--- src/rtl/pwl_activation_pipe.sv ---
// pwl_activation_pipe
// Multi-lane, mode-selectable piecewise-linear activation unit.
// Each beat carries pLANES signed fixed-point words. A per-beat mode selects
// bypass, ReLU, sigmoid or tanh. The sigmoid uses the four-segment PLAN
// approximation on |x|. Negative inputs are folded back afterwards, so the
// tanh output is exactly odd-symmetric.
// The three register stages shift together under a single advance condition.
// A stalled output therefore freezes the whole pipe and back-pressures the
// upstream producer through in_ready.

module pwl_activation_pipe #(
    parameter int pDATA_WIDTH = 32,
    parameter int pFRAC_NUM   = 16,
    parameter int pLANES      = 4
) (
    input  logic                            clk,
    input  logic                            rst_n,
    input  logic [1:0]                      mode,
    input  logic                            in_valid,
    output logic                            in_ready,
    input  logic [pLANES*pDATA_WIDTH-1:0]   data_in,
    output logic                            out_valid,
    input  logic                            out_ready,
    output logic [pLANES*pDATA_WIDTH-1:0]   data_out
);

    localparam int W = pDATA_WIDTH;
    localparam int F = pFRAC_NUM;

    typedef logic [W-1:0] word_t;

    typedef enum logic [1:0] {
        MODE_BYPASS  = 2'b00,
        MODE_RELU    = 2'b01,
        MODE_SIGMOID = 2'b10,
        MODE_TANH    = 2'b11
    } mode_e;

    // Saturation limits of the signed word
    localparam word_t MAX_POS = {1'b0, {(W-1){1'b1}}};
    localparam word_t MIN_NEG = {1'b1, {(W-1){1'b0}}};
    // Magnitudes at or above this value overflow when doubled for tanh
    localparam word_t DOUBLE_LIMIT = word_t'(1) << (W - 2);

    // PLAN breakpoints and offsets, expressed in the fixed-point format
    localparam word_t ONE      = word_t'(1)  << F;        // 1.0
    localparam word_t HALF     = word_t'(1)  << (F - 1);  // 0.5
    localparam word_t SAT_KNEE = word_t'(5)  << F;        // 5.0
    localparam word_t MID_KNEE = word_t'(19) << (F - 3);  // 2.375
    localparam word_t C_HIGH   = word_t'(27) << (F - 5);  // 0.84375
    localparam word_t C_MID    = word_t'(5)  << (F - 3);  // 0.625

    // Stage 1 registers: sign, PLAN input magnitude, raw word, mode
    logic  s1_valid;
    mode_e s1_mode;
    logic  s1_sign [pLANES];
    word_t s1_mag  [pLANES];
    word_t s1_raw  [pLANES];

    // Stage 2 registers: PLAN offset (a) and slope term (b)
    logic  s2_valid;
    mode_e s2_mode;
    logic  s2_sign [pLANES];
    word_t s2_a    [pLANES];
    word_t s2_b    [pLANES];
    word_t s2_raw  [pLANES];

    // Next-state values produced by each stage's combinational logic
    logic  s1_sign_d [pLANES];
    word_t s1_mag_d  [pLANES];
    word_t s1_raw_d  [pLANES];
    word_t s2_a_d    [pLANES];
    word_t s2_b_d    [pLANES];
    logic [pLANES*W-1:0] result_d;

    logic adv;

    // The pipe moves whenever the output slot is empty or being drained
    always_comb begin : advance_logic
        adv      = !out_valid || out_ready;
        in_ready = adv;
    end

    // Stage 1 logic: split each lane into sign and magnitude.
    // The most negative word has no positive twin, so its magnitude saturates.
    // Tanh works on 2x: the doubled magnitude saturates to the largest positive word.
    always_comb begin : stage1_comb
        word_t x_v;
        word_t abs_v;
        x_v   = '0;
        abs_v = '0;
        for (int k = 0; k < pLANES; k++) begin
            x_v   = data_in[k*W +: W];
            if (x_v == MIN_NEG) begin
                abs_v = MAX_POS;
            end else if (x_v[W-1]) begin
                abs_v = -x_v;
            end else begin
                abs_v = x_v;
            end
            s1_raw_d[k]  = x_v;
            s1_sign_d[k] = x_v[W-1];
            if (mode_e'(mode) == MODE_TANH) begin
                s1_mag_d[k] = (abs_v >= DOUBLE_LIMIT) ? MAX_POS : (abs_v << 1);
            end else begin
                s1_mag_d[k] = abs_v;
            end
        end
    end

    // Stage 1 register: capture the accepted beat together with its mode
    always_ff @(posedge clk or negedge rst_n) begin
        if (!rst_n) begin
            s1_valid <= 1'b0;
            s1_mode  <= MODE_BYPASS;
            for (int k = 0; k < pLANES; k++) begin
                s1_sign[k] <= 1'b0;
                s1_mag[k]  <= '0;
                s1_raw[k]  <= '0;
            end
        end else if (adv) begin
            s1_valid <= in_valid;
            s1_mode  <= mode_e'(mode);
            for (int k = 0; k < pLANES; k++) begin
                s1_sign[k] <= s1_sign_d[k];
                s1_mag[k]  <= s1_mag_d[k];
                s1_raw[k]  <= s1_raw_d[k];
            end
        end
    end

    // Stage 2 logic: choose the PLAN segment from the magnitude.
    // Each segment is a constant offset plus a right-shifted magnitude.
    always_comb begin : stage2_comb
        for (int k = 0; k < pLANES; k++) begin
            s2_a_d[k] = HALF;
            s2_b_d[k] = s1_mag[k] >> 2;
            if (s1_mag[k] >= SAT_KNEE) begin
                s2_a_d[k] = ONE;
                s2_b_d[k] = '0;
            end else if (s1_mag[k] >= MID_KNEE) begin
                s2_a_d[k] = C_HIGH;
                s2_b_d[k] = s1_mag[k] >> 5;
            end else if (s1_mag[k] >= ONE) begin
                s2_a_d[k] = C_MID;
                s2_b_d[k] = s1_mag[k] >> 3;
            end
        end
    end

    // Stage 2 register: hold the segment terms and forward sign, raw word and mode
    always_ff @(posedge clk or negedge rst_n) begin
        if (!rst_n) begin
            s2_valid <= 1'b0;
            s2_mode  <= MODE_BYPASS;
            for (int k = 0; k < pLANES; k++) begin
                s2_sign[k] <= 1'b0;
                s2_a[k]    <= '0;
                s2_b[k]    <= '0;
                s2_raw[k]  <= '0;
            end
        end else if (adv) begin
            s2_valid <= s1_valid;
            s2_mode  <= s1_mode;
            for (int k = 0; k < pLANES; k++) begin
                s2_sign[k] <= s1_sign[k];
                s2_a[k]    <= s2_a_d[k];
                s2_b[k]    <= s2_b_d[k];
                s2_raw[k]  <= s1_raw[k];
            end
        end
    end

    // Stage 3 logic: add the segment terms and fold the sign back in.
    // For negative x the sigmoid becomes 1 - y+. Tanh is 2*y+ - 1,
    // negated for negative x, which is the same as 2*sigmoid(2x) - 1.
    always_comb begin : stage3_comb
        word_t yp_v;
        word_t t_v;
        result_d = '0;
        yp_v     = '0;
        t_v      = '0;
        for (int k = 0; k < pLANES; k++) begin
            yp_v = s2_a[k] + s2_b[k];
            t_v  = (yp_v << 1) - ONE;
            case (s2_mode)
                MODE_BYPASS:  result_d[k*W +: W] = s2_raw[k];
                MODE_RELU:    result_d[k*W +: W] = s2_sign[k] ? '0 : s2_raw[k];
                MODE_SIGMOID: result_d[k*W +: W] = s2_sign[k] ? (ONE - yp_v) : yp_v;
                MODE_TANH:    result_d[k*W +: W] = s2_sign[k] ? (-t_v) : t_v;
                default:      result_d[k*W +: W] = s2_raw[k];
            endcase
        end
    end

    // Stage 3 register: present the result; bubbles leave the last data in place
    always_ff @(posedge clk or negedge rst_n) begin
        if (!rst_n) begin
            out_valid <= 1'b0;
            data_out  <= '0;
        end else if (adv) begin
            out_valid <= s2_valid;
            if (s2_valid) begin
                data_out <= result_d;
            end
        end
    end

endmodule
--- config.mk ---
export PLATFORM = sky130hd
export DESIGN_NAME = pwl_activation_pipe
export DESIGN_NICKNAME = d
export VERILOG_FILES = /design/src/rtl/pwl_activation_pipe.sv
export SDC_FILE = /design/constraint.sdc
export NUM_CORES = 2
export LEC_CHECK = 0
export CORE_ASPECT_RATIO = 1.2
export CORE_MARGIN = 2
export CORE_UTILIZATION = 53
export DETAILED_ROUTE_END_ITERATION = 12
export GPL_ROUTABILITY_DRIVEN = 0
export PLACE_DENSITY = 0.79
export RECOVER_POWER = 100
export SYNTH_ARGS = -nofsm -noshare
export SYNTH_HDL_FRONTEND = slang
export SYNTH_SLANG_ARGS = --single-unit
--- constraint.sdc ---
create_clock -name clk -period 6.5 [get_ports clk]
set_input_delay 0.975 -clock clk [delete_from_list [all_inputs] [get_ports clk]]
set_output_delay 0.975 -clock clk [all_outputs]
set_load 0.02 [all_outputs]
==> out/metrics.yaml <==
floorplanning:
  initial_core_util: 0.5369
  die_h_um: 303.5
  io_pins: 264
  core_area_um2: 73780
  rows: 109
  die_w_um: 253.6
  die-area_um2: 76960
power_and_ir_drop:
  clock_power_share: 0.266
  p_int_mw: 9.230
  power_frac_comb: 0.339
  power-per-cell-area_nw_per_um2: 339.5
  p_switching_mw: 5.982
  irDropWorstVdd_v: 0.0006028
  seqPwrFrac: 0.395
  leakage_nw: 19.57
  swShare: 0.3932
finish:
  syn_to_final_growth_pct: 13.12
  fin_nets: 5091
  finish.instance_area_um2: 44810
  drive_gt1_frac: 0.04314
sta:
  timing.setup.tns_ns: 0
  setup_viol: 0
  finalHoldViolations: 0
  rsz0062_at_grt: "false"
  tightestPinTransition_ns: 2.855
  max-slew-margin-rel: -0.9033
  finalCriticalPeriod_ns: 5.137
  finalCritPeriodShare: 0.7903
  fin_skew_ns: 0.02741
  fmax_mhz: 194.7
  drv_slew: 1006
routing:
  drt-total-wl_um: 118200
  detail_route.iter0.violations: 4923
  wire_per_inst_um: 19.83
  firstDrtPassIters: 7
  ant_nets: 0
  via_per_inst: 6.169
  vias: 36780
  drcViolationCount: 0
status:
  status: "finished, violations left"
  violations: "capacitance limit, slew limit"
synthesis:
  synthCells: 4874
  synth_seq_area_share: 0.4087
  syn_area_um2: 39620
  synth_area_leaders: "dfrtp_1 (41%), nand2_1 (11%), xnor2_1 (4.4%)"
  postSynthAreaPerCell_um2: 8.128
  syn-num-nets: 5056
  ys.flop_type: "dfrtp_1"
  synth_most_common_cell: "nand2_1"
  synth_top_cell_by_area: "dfrtp_1"
  ys_ff_latch: 647
  yosysUniqueCellTypes: 109
  synth.top_cell.area_share: 0.4087
  async_reset_ff_frac: 1.000
  ys_warn_count: 0
  synthTopCellsByCount: "nand2_1 (1193), dfrtp_1 (647), nor2_1 (413)"
  synth_edf_count: 0
cts:
  cts.sink_count: 647
  cts_tree: "yes"
  cts_buffer_depth: 3
  clock_latency_ns: 0.62
  cts-root-buf: "clkbuf_16"
  hold_buffers: 0
  post_cts_buffers: 0
  cts_buffers: 68
  path_clk_slew_ns: 0.06
  postCtsResizedCells: 0
  htreeDepth: 3
placement:
  placed_cell_area_um2: 42660
  portBuffers: 263
  dp_hpwl_um: 83470
grt:
  antenna_found_initial: 4
  gr-total-overflow: 0
  grt.total_usage: 0.3021
  grt_pass1_wl_um: 185500
  grt_max_degree: 230
  grt_pass1_vias: 33330
critical_path:
  cp.required_ns: 7.03
  r2r_slack_ns: 1.38
  crit_fanout: 114
  criticalPathCategory: "primary input to flop"
  crit_arrival_ns: 5.66
  crit_path_end_kind: "flop"
  crit_path_start_kind: "primary input"
min_path:
  hp-class: "flop to flop"
job:
  cap_violations: 15
-- final timing paths --
check,from,endpoint,cells past startpoint
max,out_ready,data_out[47],7
min,s2_raw[59],s2_raw[59],2
max reg2reg,s2_a[110],data_out[29],13
min reg2reg,s2_raw[59],s2_raw[59],2
max in group asynchronous,rst_n,s2_b[12],2
min in group asynchronous,rst_n,s1_mag[31],1
-- logic make-up after synthesis --
kind of cell	after synthesis	share of synthesized area
mux	66	0.01702
compound gates	1183	0.1985
buf+inv	411	0.04002
fa+ha+maj	48	0.01592
xor+xnor	362	0.08057
flops	647	0.4087
simple gates	2157	0.2392
-- flip-flops by register name, summed over array words and instances (netlist names) --
signal,count
s1_sign,4
s1_valid,1
s2_raw,124
s2_a,16
s1_raw,124
s2_sign,4
s2_valid,1
s1_mag,120
s2_b,120
s2_mode,2
data_out,128
s1_mode,2
out_valid,1
-- placed cells by master (no fill, tap or decap), types with 97 or more instances in the layout --
master           instances
a21oi_1                251
o21ai_0                287
dlygate4sd3_1          136
xor2_1                 163
xnor2_1                197
clkdlybuf4s50_1        126
nor2_1                 411
dfrtp_1                645
o22ai_1                 97
nand2_1               1193
-- critical path, stage by stage --
cell and delay (ns):
dlygate4sd3_1 0.53, nor2b_1 0.44, inv_8 0.32, nand2_1 1.72, clkbuf_2 1.06, a221oi_1 0.30
nor2_1 0.17
-- routing by layer --
metal | global-route usage | vias to the layer above | part of all wire
met3 | 0.05534 | 250 | 0.10
met5 | 0 | - | 0.00014
met2 | 0.4262 | 1750 | 0.42
met1 | 0.4629 | 17600 | 0.44
li1 | - | 17170 | -
met4 | 0.1052 | 4 | 0.033
-- through the flow --
stage	power (mW)	hold slack, ns	setup WS [ns]	std cells	utilization
after floorplan	8.921	0.4304	2.379	4874	-
after global placement	11.14	0.4431	1.518	5838	0.5781
after detailed placement	11.27	0.4476	1.452	5838	0.5781
after CTS	15.32	0.4471	1.678	5960	0.6094
after global routing	15.98	0.4852	0.6868	5960	0.6073
final	15.21	0.4611	1.363	5961	0.6074
-- power groups by stage --
stage | logic [mW] | clock network, mW | registers (mW)
4_1_cts | 5.24 | 4.08 | 6.00
5_1_grt | 5.60 | 4.25 | 6.12
3_3_place_gp | 5.12 | 0 | 6.03
3_5_place_dp | 5.20 | 0 | 6.06
2_1_floorplan | 2.79 | 0 | 6.14
6_report | 5.15 | 4.05 | 6.02
-- layout make-up --
| class | instances | area [um^2] |
|---|---|---|
| Fill cell | 6390 | 28970 |
| Multi-Input combinational cell | 3816 | 21840 |
| Sequential cell | 647 | 16200 |
| Timing Repair Buffer | 305 | 2945 |
| Clock buffer | 97 | 2004 |
| Tap cell | 999 | 1250 |
| Clock inverter | 25 | 304.0 |
| Inverter | 71 | 274.0 |
| Antenna cell | 1 | 2.502 |
Power figures use the tool's default switching activity.
